## src/rtl/encoder_pkg.sv

```systemverilog
// Shared types for the round-robin request encoder.
package encoder_pkg;

    typedef enum logic {S_IDLE, S_HOLD} enc_state_t;

endpackage

```

## src/rtl/priority_encoder.sv

```systemverilog
// Combinational LSB-first priority encoder: index of the lowest set request bit.
module priority_encoder #(
    parameter int N = 4
) (
    input  logic [N-1:0]         req,
    output logic [$clog2(N)-1:0] index,
    output logic                 any
);

    localparam int W = $clog2(N);

    // Scan downward so the lowest set bit is the last one written.
    always_comb begin
        index = '0;
        any   = |req;
        for (int i = N - 1; i >= 0; i--) begin
            if (req[i]) begin
                index = W'(i);
            end
        end
    end

endmodule

```

## src/rtl/rr_request_encoder.sv

```systemverilog
// Round-robin request encoder: grants one asserted request line and
// presents its registered binary index and one-hot grant over a valid/ready handshake.
module rr_request_encoder
    import encoder_pkg::*;
#(
    parameter int N = 4
) (
    input  logic                 clk,
    input  logic                 rst,
    input  logic                 ena,
    input  logic [N-1:0]         req,
    output logic                 out_valid,
    input  logic                 out_ready,
    output logic [$clog2(N)-1:0] out_index,
    output logic [N-1:0]         out_grant
);

    localparam int W = $clog2(N);
    localparam logic [W-1:0] LAST = W'(N - 1);

    enc_state_t     state;
    enc_state_t     state_next;
    logic [W-1:0]   ptr;
    logic [W-1:0]   ptr_next;
    logic [W-1:0]   masked_index;
    logic [W-1:0]   raw_index;
    logic [W-1:0]   winner;
    logic [N-1:0]   mask;
    logic           masked_any;
    logic           raw_any;
    logic           accept;
    logic           capture;

    // The scan uses ptr_next so a back-to-back capture already sees the advanced pointer.
    always_comb begin
        accept     = (state == S_HOLD) && out_ready;
        ptr_next   = ptr;
        if (accept) begin
            ptr_next = (out_index == LAST) ? '0 : out_index + W'(1);
        end
        capture    = ena && (|req) && ((state == S_IDLE) || accept);
        state_next = state;
        if (capture) begin
            state_next = S_HOLD;
        end else if (accept) begin
            state_next = S_IDLE;
        end
        mask = '0;
        for (int i = 0; i < N; i++) begin
            mask[i] = (i >= int'(ptr_next));
        end
    end

    priority_encoder #(.N(N)) u_masked_enc (
        .req   (req & mask),
        .index (masked_index),
        .any   (masked_any)
    );

    priority_encoder #(.N(N)) u_raw_enc (
        .req   (req),
        .index (raw_index),
        .any   (raw_any)
    );

    // Nothing at or above ptr means the scan wraps to the lowest raw request.
    assign winner = masked_any ? masked_index : raw_index;

    always_ff @(posedge clk) begin
        if (rst) begin
            state     <= S_IDLE;
            ptr       <= '0;
            out_valid <= 1'b0;
            out_index <= '0;
            out_grant <= '0;
        end else begin
            state <= state_next;
            ptr   <= ptr_next;
            if (capture) begin
                out_valid <= 1'b1;
                out_index <= winner;
                out_grant <= {{(N - 1){1'b0}}, 1'b1} << winner;
            end else if (accept) begin
                out_valid <= 1'b0;
                out_index <= '0;
                out_grant <= '0;
            end
        end
    end

    logic unused_raw_any;
    assign unused_raw_any = raw_any;

endmodule

```

## config.mk

```make
export PLATFORM = sky130hd
export DESIGN_NAME = rr_request_encoder
export DESIGN_NICKNAME = d
export VERILOG_FILES = /design/src/rtl/encoder_pkg.sv /design/src/rtl/priority_encoder.sv /design/src/rtl/rr_request_encoder.sv
export SDC_FILE = /design/constraint.sdc
export NUM_CORES = 1
export LEC_CHECK = 0
export CAP_MARGIN = 20
export CORE_MARGIN = 1
export CORE_UTILIZATION = 40
export CTS_CLUSTER_DIAMETER = 80
export DETAILED_ROUTE_END_ITERATION = 12
export PLACE_DENSITY = 0.83
export SLEW_MARGIN = 30
export SYNTH_ARGS = -nofsm -noshare
export SYNTH_HDL_FRONTEND = slang
export SYNTH_HIERARCHICAL = 1
export SYNTH_SLANG_ARGS = --single-unit
```

## constraint.sdc

```tcl
create_clock -name clk -period 2.5 [get_ports clk]
set_clock_uncertainty 0.2 [all_clocks]
set_input_delay 0.625 -clock clk [delete_from_list [all_inputs] [get_ports clk]]
set_output_delay 0.625 -clock clk [all_outputs]
set_load 0.02 [all_outputs]
```

==> flow_metrics.py, run 1 <==
metrics = {
    "floorplan": {
        "core_mm2": 0.00117,
        "dieArea_mm2": 0.00148,
        "die_h_um": 38.4,
        "die_x_um": 38.4,
        "io_pins": 15,
        "rows": 12,
        "start_util_pct": 45.3,
    },
    "yosys": {
        "syn_nets": 69,
        "yosysWarnings": 6,
        "syn_area_um2": 531,
        "syn_avg_cell_area_um2": 8.84,
        "synthesis.instances": 60,
    },
    "clock_tree": {
        "cts_buffer_depth": 2,
        "clkSinkCount": 9,
        "insertion_delay_ns": 0.25,
        "cts.root.buffer_cell": "clkbuf_4",
        "tritoncts": "built",
        "htreeDepth": 1,
        "clk_pin_slew_ns": 0.06,
        "cts_made_buffers": 3,
    },
    "setup_path": {
        "start_kind": "input port",
        "critPathRequiredTime_ns": 2.45,
        "cp_max_fo": 4,
        "arrival_ns": 2.32,
        "end_kind": "flip-flop",
        "ff2ff_path_depth": 9,
        "critPathKind": "input port to flip-flop",
    },
    "grt": {
        "grt_pass1_wl_mm": 2.46,
        "grt.overflow.total": 0,
        "antenna_found_initial": 0,
        "track_usage_pct": 24.3,
        "grt_max_degree": 10,
        "grt_pass1_vias": 588,
    },
    "timing": {
        "relSlewSlack_pct": 79.3,
        "slew_viol_final": 0,
        "fmax_mhz": 421,
        "whs_ns": 0.291,
        "finalSetupViolations": 0,
        "fin_crit_ns": 2.38,
        "worstMarginPinSlew_ns": 0.309,
        "setup_slack_ns": 0.124,
        "period_share_pct": 95.0,
        "hold_violations": 0,
        "rsz0062_at_grt": "false",
    },
    "detailed_routing": {
        "drt.antenna.violating_nets": 0,
        "wl_met1_um": 679,
        "wl_met2_um": 801,
        "highest_layer": "met4",
        "viasPerCell": 5.46,
        "drt_iter0_drc": 10,
        "routedWlPerCell_um": 14.4,
        "drc": 0,
        "dr_wl_met3_um": 71,
        "first_pass_iters": 4,
        "finalWirelength_mm": 1.59,
        "routed-via-count": 601,
    },
    "placed_design": {
        "place_hpwl_mm": 1.06,
        "post-place-cells": 102,
        "place_ws_ns": -0.631,
        "gp_congestion": 0.743,
        "port_buffers": 14,
    },
    "worst_hold_path": {
        "hold_path_class": "flip-flop to flip-flop",
        "worst_hold_path.num_cells": 1,
    },
    "finish": {
        "mostFrequentLayoutCells": "buf_4, clkdlybuf4s50_1, dfxtp_1, nor2_1",
        "antennaDiodeCount": 0,
        "drive_above_1_share_pct": 49.0,
        "nets": 106,
        "fillCellCount": 80,
        "syn_to_final_growth_pct": 77.6,
        "finalNonFillerCells": 110,
        "final_common_cell": "buf_4",
    },
    "power": {
        "p_int_uw": 299,
        "switching_share_pct": 30.9,
        "pwr-share-comb_pct": 36.9,
        "ir_drop_v": 0.000368,
        "switchingPower_uw": 133,
        "p_seq_share_pct": 37.4,
        "p_leak_uw": 0.000382,
        "clockPowerShare_pct": 25.8,
        "powerDensity_mw_per_mm2": 458,
    },
    "outcome": {
        "status": "finished, final reports clean",
    },
    "flow_run": {
        "max-cap-violations": 0,
    },
}
## cell type report
| type | instances | area, µm² | share of cell area (%) |
|---|---|---|---|
| clock buffers | 4 | 26.3 | 2.79 |
| inverters | 3 | 11.3 | 1.20 |
| multi-input cells | 47 | 425 | 45.2 |
| flip-flops and latches | 9 | 181 | 19.3 |
| well taps | 14 | 17.5 | 1.86 |
| repair buffers | 33 | 280 | 29.7 |
## path summary, 6_finish.rpt
path / to / slack [ns] / startpoint
setup reg to reg: out_grant[2]$_SDFFE_PP0P_ / 0.15 / out_index[1]$_SDFFE_PP0P_
hold / removal: out_grant[3]$_SDFFE_PP0P_ / 0.29 / out_grant[3]$_SDFFE_PP0P_
hold reg to reg: out_grant[3]$_SDFFE_PP0P_ / 0.29 / out_grant[3]$_SDFFE_PP0P_
setup / recovery: out_grant[2]$_SDFFE_PP0P_ / 0.12 / out_ready
## power groups by stage
stage	Sequential (µW)	Clock, µW	Combinational [µW]
after floorplan	174	0	52.3
after global placement	162	0	128
after detailed placement	162	0	131
after CTS	159	112	141
after global routing	162	121	169
final	161	111	159
## state kept, by name, indices dropped and copies added, names as in the netlist
register and count:
out_grant 4, out_index 2, ptr 2, state 1
## stage by stage
step           power (µW)  util [%]  TNS (ns)  instance area [µm²]
2_1_floorplan         226         -         0                  536
3_3_place_gp          289      68.4     -2.85                  801
3_5_place_dp          293      68.4     -3.39                  801
4_1_cts               413      73.9         0                  866
5_1_grt               453      80.4         0                  942
6_report              432      80.4         0                  942
## worst max-delay path, stage by stage
cell	delay, ns
buf_4	0.12
nand2_8	0.07
buf_4	0.15
a21oi_4	0.16
and3_4	0.21
nor2_2	0.04
nand2_2	0.08
mux2_4	0.34
nor4b_1	0.15
buf_4	0.16
a22o_2	0.21
## what timing repair did
item,in CTS,in global routing
resized for setup,11,14
pin swaps,6,6
setup endpoints to repair,6,6
hold buffers,0,0
setup buffers,1,3
## per-layer routing
metal	up-vias	track usage [%]
li1	295	-
met1	279	28.0
met2	23	43.6
met3	4	2.33
met4	0	12.9
met5	-	0
(Power assumes the default switching activity.)
==> run 2, diff against run 1 <==
--- a/config.mk
+++ b/config.mk
@@ -6,11 +6,12 @@
 export NUM_CORES = 1
 export LEC_CHECK = 0
 export CAP_MARGIN = 20
-export CORE_MARGIN = 1
-export CORE_UTILIZATION = 40
+export CORE_AREA = 2 2 39 41
+export CTS_BUF_LIST = sky130_fd_sc_hd__clkbuf_2 sky130_fd_sc_hd__clkbuf_4 sky130_fd_sc_hd__clkbuf_8
 export CTS_CLUSTER_DIAMETER = 80
 export DETAILED_ROUTE_END_ITERATION = 12
-export PLACE_DENSITY = 0.83
+export DIE_AREA = 0 0 41 43
+export PLACE_DENSITY = 0.84
 export SLEW_MARGIN = 30
 export SYNTH_ARGS = -nofsm -noshare
 export SYNTH_HDL_FRONTEND = slang
==> flow_metrics.py, run 2 (synthesis results as in run 1) <==
metrics = {
    "outcome": {
        "status": "finished, final reports clean",
    },
    "timing": {
        "rsz0062_at_grt": "false",
        "fmax_mhz": 416,
        "setup_slack_ns": 0.0947,
        "slew_viol_final": 0,
        "period_share_pct": 96.2,
        "whs_ns": 0.290,
        "fin_crit_ns": 2.41,
        "finalSetupViolations": 0,
        "hold_violations": 0,
        "relSlewSlack_pct": 76.8,
        "worstMarginPinSlew_ns": 0.347,
    },
    "detailed_routing": {
        "viasPerCell": 5.18,
        "routed-via-count": 575,
        "first_pass_iters": 4,
        "routedWlPerCell_um": 13.8,
        "drt_iter0_drc": 9,
        "drt.antenna.violating_nets": 0,
        "finalWirelength_mm": 1.53,
        "drc": 0,
    },
    "floorplan": {
        "dieArea_mm2": 0.00176,
        "die_h_um": 43,
        "die_x_um": 41,
        "io_pins": 15,
        "start_util_pct": 38.3,
        "rows": 14,
        "core_mm2": 0.00138,
    },
    "finish": {
        "fillCellCount": 106,
        "drive_above_1_share_pct": 53.7,
        "mostFrequentLayoutCells": "buf_4, clkdlybuf4s50_1, dfxtp_1, nor2_1, clkbuf_4",
        "largest_reg_flops": 4,
        "antennaDiodeCount": 0,
        "fin_area_um2": 967,
        "final_util_pct": 69.9,
        "largest_register": "out_grant",
        "syn_to_final_growth_pct": 82.3,
        "nets": 105,
        "final_common_cell": "buf_4",
        "reg.largest.list": "out_grant x4, out_index x2, ptr x2",
    },
    "setup_path": {
        "ff2ff_path_depth": 11,
        "arrival_ns": 2.38,
        "end_kind": "flip-flop",
        "critPathRequiredTime_ns": 2.47,
        "start_kind": "input port",
        "cp_max_fo": 4,
        "critPathKind": "input port to flip-flop",
    },
    "clock_tree": {
        "clk_pin_slew_ns": 0.06,
        "insertion_delay_ns": 0.27,
        "htreeDepth": 1,
        "tritoncts": "built",
        "cts_made_buffers": 3,
        "postCtsHoldBufs": 0,
        "clkSinkCount": 9,
        "cts_buffer_depth": 2,
        "cts.root.buffer_cell": "clkbuf_4",
    },
    "placed_design": {
        "place_ws_ns": -0.700,
        "gp_congestion": 0.793,
        "place_hpwl_mm": 1.11,
        "dpl_cell_area_um2": 803,
        "port_buffers": 14,
    },
    "grt": {
        "grt.overflow.total": 0,
        "grt_pass1_vias": 545,
        "track_usage_pct": 20.4,
        "grt_max_degree": 10,
        "antenna_found_initial": 0,
        "grt_pass1_wl_mm": 2.35,
    },
    "power": {
        "ir_drop_v": 0.000402,
        "p_leak_uw": 0.000379,
        "powerDensity_mw_per_mm2": 469,
    },
    "worst_hold_path": {
        "worst_hold_path.num_cells": 1,
        "hold_path_class": "flip-flop to flip-flop",
    },
    "flow_run": {
        "max-cap-violations": 0,
    },
}
==> run 2: layout make-up <==
cell class	instances	area [µm²]	area share, %
well taps	16	20.0	2.07
flip-flops and latches	9	183	18.9
inverters	3	11.3	1.16
repair buffers	32	284	29.4
multi-input cells	47	439	45.4
clock buffers	4	30.0	3.10
==> run 2: where the power goes <==
part | total (µW) | internal (µW) | switching, µW
registers | 162 | 154 | 8.13
clock network | 128 | 72.6 | 55.3
logic | 163 | 87.4 | 76.1
total | 453 | 314 | 139
==> run 2: metrics by stage <==
stage,setup TNS [ns],instances,power (µW)
after global routing,0,111,473
after floorplan,0,60,226
after detailed placement,-3.78,104,295
after CTS,0,111,440
after global placement,-3.40,104,291
final,0,111,453
==> run 2: worst max-delay path: stages <==
cell and delay, ns:
buf_6 0.09, nand2_8 0.07, nor3_4 0.18, a21oi_2 0.07, o21a_1 0.21, nor2_2 0.14, nand2_2 0.10, buf_6 0.13
mux2i_4 0.19, nor3_4 0.22, a211oi_2 0.05, nor4_1 0.29
==> run 2: final timing paths <==
check	from	to	slack, ns
worst max-delay path	out_ready	out_grant[1]$_SDFFE_PP0P_	0.09
worst min-delay path	out_index[1]$_SDFFE_PP0P_	out_index[1]$_SDFFE_PP0P_	0.29
worst max register to register	out_index[0]$_SDFFE_PP0P_	out_grant[1]$_SDFFE_PP0P_	0.11
worst min register to register	out_index[1]$_SDFFE_PP0P_	out_index[1]$_SDFFE_PP0P_	0.29
==> run 2: per-layer routing <==
layer	vias to the layer above	global-route usage, %	wire [µm]
li1	293	-	-
met1	268	23.1	656
met2	12	32.2	796
met3	2	5.24	55
met4	0	12.7	25
met5	-	0	0
==> run 2: timing repair <==
item	4_1_cts	5_1_grt
pin swaps	8	7
gates resized for setup	13	18
setup buffers	3	0
endpoints found under the setup margin	6	6
==> run 3, diff against run 2 <==
--- a/config.mk
+++ b/config.mk
@@ -6,12 +6,13 @@
 export NUM_CORES = 1
 export LEC_CHECK = 0
 export CAP_MARGIN = 20
-export CORE_AREA = 2 2 39 41
+export CORE_MARGIN = 3
+export CORE_UTILIZATION = 40
 export CTS_BUF_LIST = sky130_fd_sc_hd__clkbuf_2 sky130_fd_sc_hd__clkbuf_4 sky130_fd_sc_hd__clkbuf_8
 export CTS_CLUSTER_DIAMETER = 80
 export DETAILED_ROUTE_END_ITERATION = 12
-export DIE_AREA = 0 0 41 43
-export PLACE_DENSITY = 0.84
+export DONT_BUFFER_PORTS = 1
+export PLACE_DENSITY = 0.68
 export SLEW_MARGIN = 30
 export SYNTH_ARGS = -nofsm -noshare
 export SYNTH_HDL_FRONTEND = slang
==> flow_metrics.py, run 3 (synthesis results as in run 1) <==
metrics = {
    "outcome": {
        "status": "finished, final reports clean",
    },
    "power": {
        "clockPowerShare_pct": 32.0,
        "switching_share_pct": 27.9,
        "switchingPower_uw": 106,
        "powerDensity_mw_per_mm2": 563,
        "p_seq_share_pct": 43.8,
        "p_int_uw": 273,
        "p_leak_uw": 0.000276,
        "pwr-share-comb_pct": 24.2,
        "ir_drop_v": 0.000345,
    },
    "placed_design": {
        "port_buffers": 0,
        "place_hpwl_um": 952,
        "gp_congestion": 0.699,
        "place_ws_ns": -0.182,
    },
    "grt": {
        "track_usage_pct": 14.4,
        "grt_pass1_vias": 483,
        "antenna_found_initial": 0,
        "grt_pass1_wl_mm": 2.00,
        "grt.overflow.total": 0,
        "grt_max_degree": 11,
    },
    "setup_path": {
        "critPathRequiredTime_ns": 2.48,
        "start_kind": "input port",
        "arrival_ns": 2.34,
        "cp_max_fo": 6,
        "end_kind": "flip-flop",
        "critPathKind": "input port to flip-flop",
    },
    "finish": {
        "largest_reg_flops": 4,
        "antennaDiodeCount": 0,
        "reg.largest.list": "out_grant x4, out_index x2, ptr x2",
        "syn_to_final_growth_pct": 26.9,
        "drive_above_1_share_pct": 40.3,
        "final_util_pct": 57.5,
        "mostFrequentLayoutCells": "dfxtp_1, buf_4, nor2_1, nor3_1, clkbuf_4",
        "largest_register": "out_grant",
        "fillCellCount": 111,
        "nets": 82,
    },
    "worst_hold_path": {
        "hold_path_class": "input port to flip-flop",
    },
    "clock_tree": {
        "cts_buffer_depth": 2,
        "cts_made_buffers": 3,
        "cts.root.buffer_cell": "clkbuf_4",
        "htreeDepth": 1,
        "postCtsHoldBufs": 0,
        "clkSinkCount": 9,
        "clk_pin_slew_ns": 0.06,
        "insertion_delay_ns": 0.26,
        "tritoncts": "built",
    },
    "timing": {
        "fmax_mhz": 423,
        "period_share_pct": 94.6,
        "finalSetupViolations": 0,
        "relSlewSlack_pct": 61.6,
        "setup_slack_ns": 0.135,
        "slew_viol_final": 0,
        "worstMarginPinSlew_ns": 0.573,
        "rsz0062_at_grt": "true",
        "fin_crit_ns": 2.37,
        "hold_violations": 0,
        "whs_ns": 0.227,
    },
    "detailed_routing": {
        "finalWirelength_mm": 1.18,
        "drt_iter0_drc": 9,
        "routed-via-count": 488,
        "drt.antenna.violating_nets": 0,
        "routedWlPerCell_um": 13.7,
        "viasPerCell": 5.67,
        "first_pass_iters": 4,
        "drc": 0,
    },
    "floorplan": {
        "io_pins": 15,
        "die_h_um": 42.4,
        "die_x_um": 42.4,
        "dieArea_mm2": 0.00180,
        "rows": 12,
        "start_util_pct": 45.3,
        "core_mm2": 0.00117,
    },
    "flow_run": {
        "max-cap-violations": 0,
    },
}
-- run 3: cell types whose count changed in the layout (fill, tap and decap cells not counted), moves of 2 or more --
cell | before | now
buf_6 | 3 | 0
nor3_4 | 2 | 0
clkdlybuf4s50_1 | 13 | 0
nand2_1 | 1 | 3
dfxtp_1 | 7 | 9
dfxtp_2 | 2 | 0
nor3_1 | 2 | 4
nor2_1 | 5 | 8
buf_4 | 16 | 9
nor2_2 | 3 | 0
-- run 3: area by class of cell --
cell class | count | area, µm² | area share [%]
well taps | 14 | 17.5 | 2.60
multi-input cells | 47 | 367 | 54.5
flip-flops and latches | 9 | 180 | 26.8
inverters | 3 | 11.3 | 1.67
repair buffers | 9 | 67.6 | 10.0
clock buffers | 4 | 30.0 | 4.46
-- run 3: worst paths after layout --
path / from / slack [ns] / cells past startpoint / to
worst max-delay path: out_ready / 0.13 / 9 / out_grant[0]$_SDFFE_PP0P_
worst min register to register: ptr[0]$_SDFF_PP0_ / 0.31 / 2 / ptr[0]$_SDFF_PP0_
worst max register to register: out_index[0]$_SDFFE_PP0P_ / 0.15 / 9 / out_grant[0]$_SDFFE_PP0P_
worst min-delay path: rst / 0.23 / 1 / state$_SDFFE_PP0P_
-- run 3: worst max-delay path, stage by stage --
cell	delay, ns
nand2_1	0.17
mux2i_4	0.30
and3_4	0.22
nor2_1	0.04
nand2_1	0.12
mux2_2	0.36
nor3_1	0.27
a21oi_1	0.08
o221ai_1	0.16
-- run 3: stage by stage --
| stage | total power, µW | TNS, ns | instance area (µm²) | instances |
|---|---|---|---|---|
| floorplan | 226 | 0 | 536 | 60 |
| global placement | 252 | -0.495 | 616 | 82 |
| detailed placement | 254 | -0.858 | 616 | 82 |
| CTS | 379 | 0 | 646 | 86 |
| global route | 406 | -0.0833 | 673 | 86 |
| finish | 379 | 0 | 673 | 86 |
-- run 3: power groups by stage --
stage                     Clock, µW  Sequential, µW  Combinational [µW]
after floorplan                   0             174                52.3
after global placement            0             169                82.6
after detailed placement          0             169                84.9
after CTS                       128             166                85.3
after global routing            137             167                 101
final                           121             166                91.7
-- run 3: timing repair --
item	4_1_cts	5_1_grt
resized for setup	0	5
setup endpoints to repair	0	5
buffers inserted	0	0
-- run 3: per-layer routing --
| metal | GRT usage, % | routed length [µm] | up-vias |
|---|---|---|---|
| met4 | 3.11 | 0 | 0 |
| met2 | 22.8 | 582 | 15 |
| met1 | 17.7 | 524 | 228 |
| met5 | 0 | 0 | - |
| met3 | 6.87 | 71 | 0 |
| li1 | - | - | 245 |
